==> src/rtl/fetch_stage_if.sv <==
// IF-side bus of the fetch stage: hazard/redirect inputs, instruction-memory port
// and the IF/ID register outputs consumed by the decode stage.
interface fetch_stage_if #(
  parameter int PC_W    = 8,
  parameter int INSTR_W = 16
);
  logic               stall;
  logic               redirect;
  logic [PC_W-1:0]    redirect_pc;
  logic [PC_W-1:0]    imem_addr;
  logic [INSTR_W-1:0] imem_rdata;
  logic [INSTR_W-1:0] id_instr;
  logic [3:0]         OpCode;
  logic [2:0]         Function;
  logic [PC_W-1:0]    id_pc_plus1;
  logic               id_valid;
  logic               halted;

  modport master (
    input  stall, redirect, redirect_pc, imem_rdata,
    output imem_addr, id_instr, OpCode, Function, id_pc_plus1, id_valid, halted
  );

  modport slave (
    output stall, redirect, redirect_pc, imem_rdata,
    input  imem_addr, id_instr, OpCode, Function, id_pc_plus1, id_valid, halted
  );
endinterface

==> src/rtl/fetch_stage.sv <==
// Instruction fetch + IF/ID register with stall, redirect/flush and HALT freeze.
// Optional FETCH_PERF_CNT_EN adds saturating fetch/stall performance counters.
module fetch_stage #(
  parameter int              PC_W     = 8,
  parameter int              INSTR_W  = 16,
  parameter logic [PC_W-1:0] RESET_PC = '0,
  parameter logic [3:0]      HALT_OP  = 4'hF
) (
  input  logic         clk,
  input  logic         rst_n,
`ifdef FETCH_PERF_CNT_EN
  output logic [31:0]  perf_fetched,
  output logic [31:0]  perf_stalls,
`endif
  fetch_stage_if.master bus
);

  localparam logic [1:0] ST_BOOT = 2'd0;
  localparam logic [1:0] ST_RUN  = 2'd1;
  localparam logic [1:0] ST_HALT = 2'd2;

  logic [1:0]         state_q, state_d;
  logic [PC_W-1:0]    pc_q, pc_d;
  logic [INSTR_W-1:0] id_instr_q, id_instr_d;
  logic [PC_W-1:0]    id_pc_plus1_q, id_pc_plus1_d;
  logic               id_valid_q, id_valid_d;
  logic               halted_q, halted_d;
  logic               load_en;
  logic               stall_cnt_en;
  logic [PC_W-1:0]    pc_inc;
  logic [3:0]         fetch_op;

  assign pc_inc   = pc_q + PC_W'(1);
  assign fetch_op = bus.imem_rdata[INSTR_W-1 -: 4];

  always_comb begin
    state_d       = state_q;
    pc_d          = pc_q;
    id_instr_d    = id_instr_q;
    id_pc_plus1_d = id_pc_plus1_q;
    id_valid_d    = id_valid_q;
    halted_d      = halted_q;
    load_en       = 1'b0;
    stall_cnt_en  = 1'b0;

    case (state_q)
      ST_BOOT: begin
        id_instr_d    = '0;
        id_pc_plus1_d = '0;
        id_valid_d    = 1'b0;
        state_d       = ST_RUN;
      end
      ST_RUN, ST_HALT: begin
        if (bus.redirect) begin
          // Redirect wins over stall and cancels a HALT fetched down a wrong path.
          pc_d          = bus.redirect_pc;
          id_instr_d    = '0;
          id_pc_plus1_d = '0;
          id_valid_d    = 1'b0;
          halted_d      = 1'b0;
          state_d       = ST_RUN;
        end else if (bus.stall) begin
          stall_cnt_en = 1'b1;
        end else if (state_q == ST_RUN) begin
          load_en       = 1'b1;
          id_instr_d    = bus.imem_rdata;
          id_pc_plus1_d = pc_inc;
          id_valid_d    = 1'b1;
          if (fetch_op == HALT_OP) begin
            state_d  = ST_HALT;
            halted_d = 1'b1;
          end else begin
            pc_d = pc_inc;
          end
        end else begin
          // Halted and not stalled: feed bubbles so the HALT word is seen once.
          id_instr_d    = '0;
          id_pc_plus1_d = '0;
          id_valid_d    = 1'b0;
        end
      end
      default: state_d = ST_BOOT;
    endcase
  end

  always_ff @(posedge clk) begin
    if (!rst_n) begin
      state_q       <= ST_BOOT;
      pc_q          <= RESET_PC;
      id_instr_q    <= '0;
      id_pc_plus1_q <= '0;
      id_valid_q    <= 1'b0;
      halted_q      <= 1'b0;
    end else begin
      state_q       <= state_d;
      pc_q          <= pc_d;
      id_instr_q    <= id_instr_d;
      id_pc_plus1_q <= id_pc_plus1_d;
      id_valid_q    <= id_valid_d;
      halted_q      <= halted_d;
    end
  end

  assign bus.imem_addr   = pc_q;
  assign bus.id_instr    = id_instr_q;
  assign bus.OpCode      = id_instr_q[INSTR_W-1 -: 4];
  assign bus.Function    = id_instr_q[2:0];
  assign bus.id_pc_plus1 = id_pc_plus1_q;
  assign bus.id_valid    = id_valid_q;
  assign bus.halted      = halted_q;

`ifdef FETCH_PERF_CNT_EN
  logic [31:0] perf_fetched_q, perf_fetched_d;
  logic [31:0] perf_stalls_q, perf_stalls_d;

  always_comb begin
    perf_fetched_d = perf_fetched_q;
    perf_stalls_d  = perf_stalls_q;
    if (load_en && (perf_fetched_q != 32'hFFFF_FFFF))
      perf_fetched_d = perf_fetched_q + 32'd1;
    if (stall_cnt_en && (perf_stalls_q != 32'hFFFF_FFFF))
      perf_stalls_d = perf_stalls_q + 32'd1;
  end

  always_ff @(posedge clk) begin
    if (!rst_n) begin
      perf_fetched_q <= '0;
      perf_stalls_q  <= '0;
    end else begin
      perf_fetched_q <= perf_fetched_d;
      perf_stalls_q  <= perf_stalls_d;
    end
  end

  assign perf_fetched = perf_fetched_q;
  assign perf_stalls  = perf_stalls_q;
`else
  logic unused_perf;
  assign unused_perf = load_en ^ stall_cnt_en;
`endif

endmodule

==> src/flat_wrapper.sv <==
// flat-port wrapper written by rule: the top's interface ports become plain ports
module fetch_stage_flat 
#(
  parameter int              PC_W     = 8,
  parameter int              INSTR_W  = 16,
  parameter logic [PC_W-1:0] RESET_PC = '0,
  parameter logic [3:0]      HALT_OP  = 4'hF
)
  (clk, rst_n, bus_stall, bus_redirect, bus_redirect_pc, bus_imem_rdata, bus_imem_addr, bus_id_instr, bus_OpCode, bus_Function, bus_id_pc_plus1, bus_id_valid, bus_halted);
  fetch_stage_if #(.PC_W(PC_W), .INSTR_W(INSTR_W)) bus_i ();
  input  logic clk;
  input  logic rst_n;
  input wire logic [$bits(bus_i.stall)-1:0] bus_stall;
  input wire logic [$bits(bus_i.redirect)-1:0] bus_redirect;
  input wire logic [$bits(bus_i.redirect_pc)-1:0] bus_redirect_pc;
  input wire logic [$bits(bus_i.imem_rdata)-1:0] bus_imem_rdata;
  output wire logic [$bits(bus_i.imem_addr)-1:0] bus_imem_addr;
  output wire logic [$bits(bus_i.id_instr)-1:0] bus_id_instr;
  output wire logic [$bits(bus_i.OpCode)-1:0] bus_OpCode;
  output wire logic [$bits(bus_i.Function)-1:0] bus_Function;
  output wire logic [$bits(bus_i.id_pc_plus1)-1:0] bus_id_pc_plus1;
  output wire logic [$bits(bus_i.id_valid)-1:0] bus_id_valid;
  output wire logic [$bits(bus_i.halted)-1:0] bus_halted;
  assign bus_i.stall = bus_stall;
  assign bus_i.redirect = bus_redirect;
  assign bus_i.redirect_pc = bus_redirect_pc;
  assign bus_i.imem_rdata = bus_imem_rdata;
  assign bus_imem_addr = bus_i.imem_addr;
  assign bus_id_instr = bus_i.id_instr;
  assign bus_OpCode = bus_i.OpCode;
  assign bus_Function = bus_i.Function;
  assign bus_id_pc_plus1 = bus_i.id_pc_plus1;
  assign bus_id_valid = bus_i.id_valid;
  assign bus_halted = bus_i.halted;
  fetch_stage #(.PC_W(PC_W), .INSTR_W(INSTR_W), .RESET_PC(RESET_PC), .HALT_OP(HALT_OP)) u_core (.clk(clk), .rst_n(rst_n), .bus(bus_i));
endmodule
==> config.mk <==
export PLATFORM = sky130hd
export DESIGN_NAME = fetch_stage_flat
export DESIGN_NICKNAME = d
export VERILOG_FILES = /design/src/rtl/fetch_stage_if.sv /design/src/rtl/fetch_stage.sv /design/src/flat_wrapper.sv
export SDC_FILE = /design/constraint.sdc
export NUM_CORES = 1
export LEC_CHECK = 0
export ABC_AREA = 1
export BUFFER_PORTS_ARGS = -buffer_cell sky130_fd_sc_hd__buf_2
export CORE_MARGIN = 2
export CORE_UTILIZATION = 45
export CTS_CLUSTER_SIZE = 10
export DETAILED_ROUTE_END_ITERATION = 10
export GPL_TIMING_DRIVEN = 0
export PLACE_DENSITY = 0.83
export RECOVER_POWER = 100
export SLEW_MARGIN = 15
export SYNTH_ARGS = -nofsm -noshare
export SYNTH_HDL_FRONTEND = slang
export SYNTH_SLANG_ARGS = --single-unit
==> constraint.sdc <==
create_clock -name clk -period 1.5 [get_ports clk]
set_input_delay 0.225 -clock clk [delete_from_list [all_inputs] [get_ports clk]]
set_output_delay 0.225 -clock clk [all_outputs]
set_load 0.05 [all_outputs]
* After elaboration in Yosys (flattened, before gate mapping)
Index checks and enable logic that the tools add are counted.
Word-level totals: flip-flop bits (word level) 36, input bits 28, output and inout bits 41, word-level logic and storage cells 49
Operators by class: add/subtract/negate cells 1, equality and inequality tests 8, muxes and demuxes 25, reductions and logical operators 9
Operators by type and width (number):
- $mux 8 | 7
- $mux 16 | 3
- $pmux 16 s2 | 1
- $pmux 8 s2 | 1
- $add 8x1->8 const B | 1
- $mux 2 | 4
- $reduce_and 4->1 | 2
- $mux 1 | 7
- $ne 3x2->1 const B | 2
- $reduce_bool 2->1 | 3
- $eq 4x4->1 const B | 1
- $pmux 2 s2 | 1
- $ne 3x3->1 const B | 1
- $reduce_and 3->1 | 1
- $eq 2x1->1 const B | 1
- $eq 2x2->1 const B | 1
- $logic_not 2->1 | 1
- $ne 2x1->1 const B | 1
- $ne 2x2->1 const B | 1
- $pmux 1 s2 | 1
- $reduce_and 2->1 | 1
- $reduce_or 2->1 | 1

* Depth between registers and ports, before layout
Gate-level depths: netlist (run 1).
depth after elaboration 6, depth in mapped cells 9, mapped depth without buffers 9

* Least setup slack after synthesis (run 1)
No wires, ideal clock.
path kind register to register, from register u_core.pc_q[0], in the netlist u_core.bus.imem_addr[0], to register u_core.id_pc_plus1_q[6], in the netlist u_core.bus.id_pc_plus1[6], setup time 143 ps, arrival 1410 ps, required time 1357 ps, setup slack -53 ps, cell stages (with the launch flop) 7, period minus slack after synthesis 1553 ps, cells stage by stage dfxtp_1 ha_1 nand3_1 o21ai_0 nand2_1 nand2_1 a21oi_1
On the way: longest elaborated chain between the ends 5
Ends and longest elaborated chain:
- start: declaration | RTL line fetch_stage.sv:23 | logic [PC_W-1:0] pc_q, pc_d;
- start signal: assignment | RTL line fetch_stage.sv:96 | pc_q <= pc_d;
- $add 8x1->8 | RTL line fetch_stage.sv:33 | assign pc_inc = pc_q + PC_W'(1);
- $mux 8 | RTL line fetch_stage.sv:64 | end else if (state_q == ST_RUN) begin
- $mux 8 | RTL line fetch_stage.sv:62 | end else if (bus.stall) begin
- $mux 8 | RTL line fetch_stage.sv:54 | if (bus.redirect) begin
- $pmux 8 s2 | RTL line fetch_stage.sv:46 | case (state_q)
- end signal: assignment | RTL line fetch_stage.sv:98 | id_pc_plus1_q <= id_pc_plus1_d;
- end: declaration | RTL line fetch_stage.sv:25 | logic [PC_W-1:0] id_pc_plus1_q, id_pc_plus1_d;
Every way passes these cells. The select of a mux whose other input is x is not followed. A chain may end at the register's enable or synchronous reset.

* Final worst setup path (run 1)
from register u_core.state_q[1], to register u_core.id_instr_q[2], in the netlist u_core.bus.id_instr[2]
On the way: longest elaborated chain between the ends 5, elaborated cells between the ends (all ways) 11, those cells by class eq/ne (3); mux (4); reduce/logical (4)
Ends and longest elaborated chain:
- start: declaration | RTL line fetch_stage.sv:22 | logic [1:0] state_q, state_d;
- start signal: assignment | RTL line fetch_stage.sv:95 | state_q <= state_d;
- $eq 2x1->1 | RTL line fetch_stage.sv:46, fetch_stage.sv:64
- $mux 16 | RTL line fetch_stage.sv:64
- $mux 16 | RTL line fetch_stage.sv:62
- $mux 16 | RTL line fetch_stage.sv:54
- $pmux 16 s2 | RTL line fetch_stage.sv:46
- end signal: assignment | RTL line fetch_stage.sv:97 | id_instr_q <= id_instr_d;
- end: declaration | RTL line fetch_stage.sv:24 | logic [INSTR_W-1:0] id_instr_q, id_instr_d;
Parallel ways exist; a longest one is shown, timed or not. The select of a mux whose other input is x is not followed.

==> results.cfg, run 1 <==
[global_route]
grt_antenna_before_repair = 0
grt_pass1_vias = 1768
grt_pass1_wl_mm = 7.879
grt_overflow = 0
grt_max_degree = 13
grt.total_usage = 0.1954

[sta]
hold_viol = 0
post-route-min-period_ns = 1.458
setup_viol = 0
fin_skew_ns = 0.008402
min_period_over_period = 0.9717
slew_violations = 0
fmax_ghz = 0.6861
relSlewSlack = 0.5592
tightestPinTransition_ns = 0.6613
hold_ws_ns = 0.1610
tns_ns = 0
setup_slack_ns = 0.04244
rsz0062_at_grt = yes

[power]
p_switching_mw = 0.7550
combPwrFrac = 0.212
pwr-share-clk = 0.361
p_int_mw = 1.660
p_per_area_nw_per_um2 = 903.2
total_power_mw = 2.415
peakVddDrop_uv = 495.4
seqPwrFrac = 0.427
p_leak_nw = 1.286
p_sw_frac = 0.3126

[synth]
synth-xor-area-share = 0.004356
yosys.area_share.simple = 0.3410
synthAdderAreaFrac = 0.02489
ys_async_sr_fraction = 0
synth-compound-area-share = 0.1537
synth_commonest_cells = nand2_1 (64), dfxtp_1 (36), a21oi_1 (17), a21oi_2 (17)
syn_avg_cell_area_um2 = 7.885
synth-seq-cells = 36
syn_inst = 255
synth_ff_type = dfxtp_1
synth-edff-count = 0
ys_seq_area_frac = 0.3584
synth_top_family_by_area = simple AND/OR/NAND/NOR gates
synth_mux_area_frac = 0
synth.most_common_cell = nand2_1
synth.area.top_cells = dfxtp_1 (36%), nand2_1 (12%), a21oi_2 (7.4%)
synth_top_area_frac = 0.3584
syn-num-nets = 287
synth_warnings = 0
netlist_area_um2 = 2011
synth_top_area_cell = dfxtp_1
yosysUniqueCellTypes = 29

[clock_network]
cts.sinks = 36
cts_buffer_depth = 2
clk_latency_ns = 0.30
path_clk_slew_ns = 0.08
hold_buffers = 0
clock-root-buffer = clkbuf_8
cts_tree = built
cts.htree.levels = 2
numCtsBuffers = 5

[place]
dp.cells = 374
pre_cts_ws_ns = -0.1253
dp_hpwl_mm = 3.341
port_buffers = 67
placed_area_um2 = 2416
gp_congestion = 0.8013

[die]
ios = 69
die_x_um = 70.85
die_area_um2 = 5019
chipHeight_um = 70.85
start_util = 0.4650
num_rows = 24
coreArea_um2 = 4324

[route]
via_count = 1872
drt_iter0_markers = 32
first_pass_iters = 4
wire_per_inst_um = 11.96
viasPerCell = 4.812
detail-route-antenna-nets = 0
drt_wl_total_mm = 4.651
drc = 0

[critical_path]
critPathLaunchType = flop
cp-startpoint = u_core.state_q[1]
crit_type = reg2reg
crit_arrival_ns = 1.69
critical_path.max_fanout = 5
worstPathRequired_ns = 1.74
r2r_start = u_core.state_q[1]
r2r_slack_ns = 0.04
worst_setup_path_end_kind = flop

[cells_and_area]
design_area_um2 = 2674
drive_gt1_frac = 0.4540
synthToLayoutAreaGrowth_pct = 32.98
utilization = 0.6183
layout.cells.non_filler = 389
antenna_cells = 0
fin_nets = 368

[min_path]
holdCritStartpoint = bus_imem_rdata[0]
hold_path_class = in2reg

[outcome]
status = finished clean

[flow_run]
cap_viol_max_count = 0
-- per-layer routing --
layer,vias up,part of all wire,GRT usage
met5,-,0,0
met4,0,0.019,0.09015
met3,7,0.040,0.03561
met2,50,0.50,0.3292
met1,843,0.44,0.2423
li1,972,-,-
-- cell usage in the layout, fill, tap and decap left out, types with 2 or more instances in the layout --
| master | netlist | final |
|---|---|---|
| buf_4 | 7 | 11 |
| clkbuf_1 | 1 | 16 |
| buf_1 | 2 | 2 |
| o21ai_0 | 9 | 8 |
| dfxtp_1 | 36 | 30 |
| nor2_1 | 16 | 14 |
| nand2_4 | 11 | 13 |
| nand4_1 | 3 | 3 |
| clkbuf_2 | 0 | 25 |
| buf_12 | 3 | 4 |
| nand2_1 | 64 | 61 |
| a21oi_2 | 17 | 21 |
| nand2_2 | 16 | 17 |
| a21oi_1 | 17 | 13 |
| dfxtp_2 | 0 | 6 |
| ha_1 | 4 | 2 |
| clkbuf_8 | 0 | 5 |
| nand3_1 | 14 | 14 |
| buf_2 | 2 | 29 |
| inv_1 | 15 | 13 |
| a21boi_0 | 3 | 2 |
| nor2_2 | 1 | 3 |
| inv_2 | 4 | 6 |
-- timing repair --
action                     CTS  global route
pin swaps                    4             9
resized for setup            7            15
setup endpoints to repair   30            32
setup buffers                3             2
gates cloned                 1             1
-- state kept, by name (all words and copies together) (netlist names) --
register / flops
u_core.bus.id_valid: 1
u_core.bus.halted: 1
u_core.bus.imem_addr: 8
u_core.state_q: 2
u_core.bus.id_instr: 16
u_core.bus.id_pc_plus1: 8
-- cell families after synthesis --
logic type | after synthesis
AOI/OAI and AO/OA | 47
xor gates and xnor gates | 1
adders and majority gates | 4
buffers and inverters | 38
DFF | 36
and+or+nand+nor | 129
-- worst paths after layout --
path	endpoint	cells past startpoint
hold reg to reg	u_core.bus.halted	1
hold / removal	u_core.bus.id_instr[0]	3
setup / recovery	u_core.bus.id_instr[2]	9
setup reg to reg	u_core.bus.id_instr[2]	9
-- cell type report --
| class | count | area [um2] |
|---|---|---|
| Sequential cell | 36 | 728.2 |
| Inverter | 21 | 83.83 |
| Buffer | 17 | 160.2 |
| Timing Repair Buffer | 74 | 419.2 |
| Fill cell | 395 | 1650 |
| Multi-Input combinational cell | 181 | 1106 |
| Tap cell | 52 | 65.06 |
| Clock inverter | 3 | 42.54 |
| Clock buffer | 5 | 68.82 |
-- power groups by stage --
stage	Clock, mW	Combinational [mW]	Sequential (mW)
2_1_floorplan	0	0.237	1.15
3_3_place_gp	0	0.453	1.05
3_5_place_dp	0	0.461	1.05
4_1_cts	0.886	0.495	1.03
5_1_grt	0.921	0.560	1.04
6_report	0.873	0.512	1.03
-- critical path: stages (launching register included) --
cell and delay, ns:
dfxtp_2 0.34, inv_2 0.06, ha_4 0.29, inv_2 0.06
nor2_8 0.12, nand2_4 0.09, nand2_8 0.11, clkbuf_16 0.15
nand2_1 0.06, a21oi_2 0.12
Note: power is estimated with default switching activity, not from simulation.
==> run 2, diff against run 1 <==
--- a/config.mk
+++ b/config.mk
@@ -8,11 +8,11 @@
 export ABC_AREA = 1
 export BUFFER_PORTS_ARGS = -buffer_cell sky130_fd_sc_hd__buf_2
 export CORE_MARGIN = 2
-export CORE_UTILIZATION = 45
+export CORE_UTILIZATION = 30
 export CTS_CLUSTER_SIZE = 10
 export DETAILED_ROUTE_END_ITERATION = 10
 export GPL_TIMING_DRIVEN = 0
-export PLACE_DENSITY = 0.83
+export PLACE_DENSITY = 0.61
 export RECOVER_POWER = 100
 export SLEW_MARGIN = 15
 export SYNTH_ARGS = -nofsm -noshare
==> run 2 against run 1 <==
Net effect:
- the run now ends with DRC left
- clock skew is 0.0010 ns lower
- register-to-register slack about the same
- final area rose by 3.7%
- sequential power is essentially flat
- combinational power is 2% higher
- power decreased by 0.10%
- non-clock buffer count grew 3
- routed wire length up 4.7%
- utilization fell by 19 points
- first-iteration DRC count is 100% higher
==> results.cfg, run 2 (synthesis gave the netlist of run 1 again) <==
[outcome]
status = complete, but fails checks
violations = DRC

[cells_and_area]
utilization = 0.4319
mostFrequentLayoutCells = nand2_1 (59), buf_2 (41), dfxtp_1 (30)
layout.cells.non_filler = 417
final_common_cell = nand2_1
largest_reg_flops = 16
fin_nets = 371
antenna_cells = 0
synthToLayoutAreaGrowth_pct = 37.96
drive_gt1_frac = 0.4647

[place]
port_buffers = 67
gp_congestion = 0.7728
dp.cells = 399
dp_hpwl_mm = 3.503

[route]
drt_iter0_markers = 65
drt_wl_total_mm = 4.868
drc = 6
detail-route-antenna-nets = 0
first_pass_iters = 7
wire_per_inst_um = 11.67
viasPerCell = 4.484
via_count = 1870

[power]
peakVddDrop_uv = 360.7
p_leak_nw = 1.367
p_int_mw = 1.668
p_sw_frac = 0.3085
seqPwrFrac = 0.427
p_switching_mw = 0.7442
combPwrFrac = 0.217
p_per_area_nw_per_um2 = 869.8
pwr-share-clk = 0.356

[clock_network]
cts.sinks = 36
cts_buffer_depth = 2
clock-root-buffer = clkbuf_8
clk_latency_ns = 0.29
cts.htree.levels = 2
hold_buffers = 0
cts_tree = built
numCtsBuffers = 5
path_clk_slew_ns = 0.08

[die]
die_x_um = 85.87
die_area_um2 = 7373
start_util = 0.3131
ios = 69
chipHeight_um = 85.87
num_rows = 29
coreArea_um2 = 6422

[critical_path]
cp_cell_sequence = inv_2, ha_4, inv_4, nor2_8, nand4_4, clkinv_4, clkbuf_16, nand2_1, a21oi_2
worst_setup_path_end_kind = flop
crit_arrival_ns = 1.69
critical-path-slowest-cell = dfxtp_2
critPathBufInv = 4
critPathLaunchType = flop
critical_path.top_delay_family = buffers and inverters
worstPathRequired_ns = 1.73
critical_path.max_fanout = 6
crit_type = reg2reg
critPathMaxStageDelay_ns = 0.34

[global_route]
grt_pass1_wl_mm = 7.776
grt_overflow = 0
grt_max_degree = 12
grt_antenna_before_repair = 0
grt_pass1_vias = 1723
grt.total_usage = 0.1347

[sta]
slew_violations = 0
post-route-min-period_ns = 1.458
fmax_ghz = 0.6858
rsz0062_at_grt = yes
min_period_over_period = 0.9721
setup_viol = 0
relSlewSlack = 0.5434
tightestPinTransition_ns = 0.6849
fin_skew_ns = 0.007367
hold_viol = 0

[min_path]
hold_path_class = in2reg

[flow_run]
cap_viol_max_count = 0
[run 2: tightest hold or removal path, delay by kind of cell]
family                 cells  cell delay [ns]
buffers and inverters      1             0.10
AO/OA/AOI/OAI              1             0.04
AND/OR/NAND/NOR            1             0.06
[run 2: path summary, 6_finish.rpt]
path,startpoint,slack [ns],end,cells past startpoint
worst min-delay path,bus_imem_rdata[9],0.17,u_core.bus.id_instr[9],3
worst min register to register,u_core.bus.id_pc_plus1[7],0.47,u_core.bus.id_pc_plus1[7],2
worst max-delay path,u_core.state_q[0],0.04,u_core.bus.id_instr[14],9
worst max register to register,u_core.state_q[0],0.04,u_core.bus.id_instr[14],9
[run 2: area by class of cell]
cell class,instances,area [um2]
flip-flops and latches,36,728.2
plain buffers,17,160.2
clock buffers,6,72.57
clock inverters,2,35.03
fillers,676,3649
repair buffers,77,470.5
well taps,77,96.34
inverters,21,86.33
multi-input cells,181,1125
[run 2: stage by stage]
step	TNS (ns)	cell area [um2]	hold WS [ns]	power [mW]	worst slack, ns
floorplan	0	2016	0.3611	1.387	0.02937
global placement	-1.644	2447	0.4475	1.512	-0.07162
detailed placement	-2.131	2447	0.4518	1.513	-0.08972
CTS	0	2620	0.1578	2.417	0.01052
global route	-0.3716	2774	0.1570	2.543	-0.03572
finish	0	2774	0.1690	2.413	0.04191
[run 2: power by group through the flow]
stage / clock (mW) / combinational [mW] / sequential, mW
after global placement: 0 / 0.461 / 1.05
after floorplan: 0 / 0.237 / 1.15
after CTS: 0.899 / 0.488 / 1.03
after global routing: 0.936 / 0.570 / 1.04
final: 0.860 / 0.523 / 1.03
after detailed placement: 0 / 0.462 / 1.05
[run 2: repair_timing]
action / 4_1_cts / 5_1_grt
pin swaps: 2 / 10
setup endpoints to repair: 30 / 29
setup buffers: 2 / 4
resized for setup: 8 / 18
cloned: 1 / 3
[run 2: per-layer routing]
metal / track usage / share of wire
met2: 0.2107 / 0.46
met3: 0.04620 / 0.069
met4: 0.04473 / 0.013
met1: 0.1736 / 0.46
met5: 0 / 0
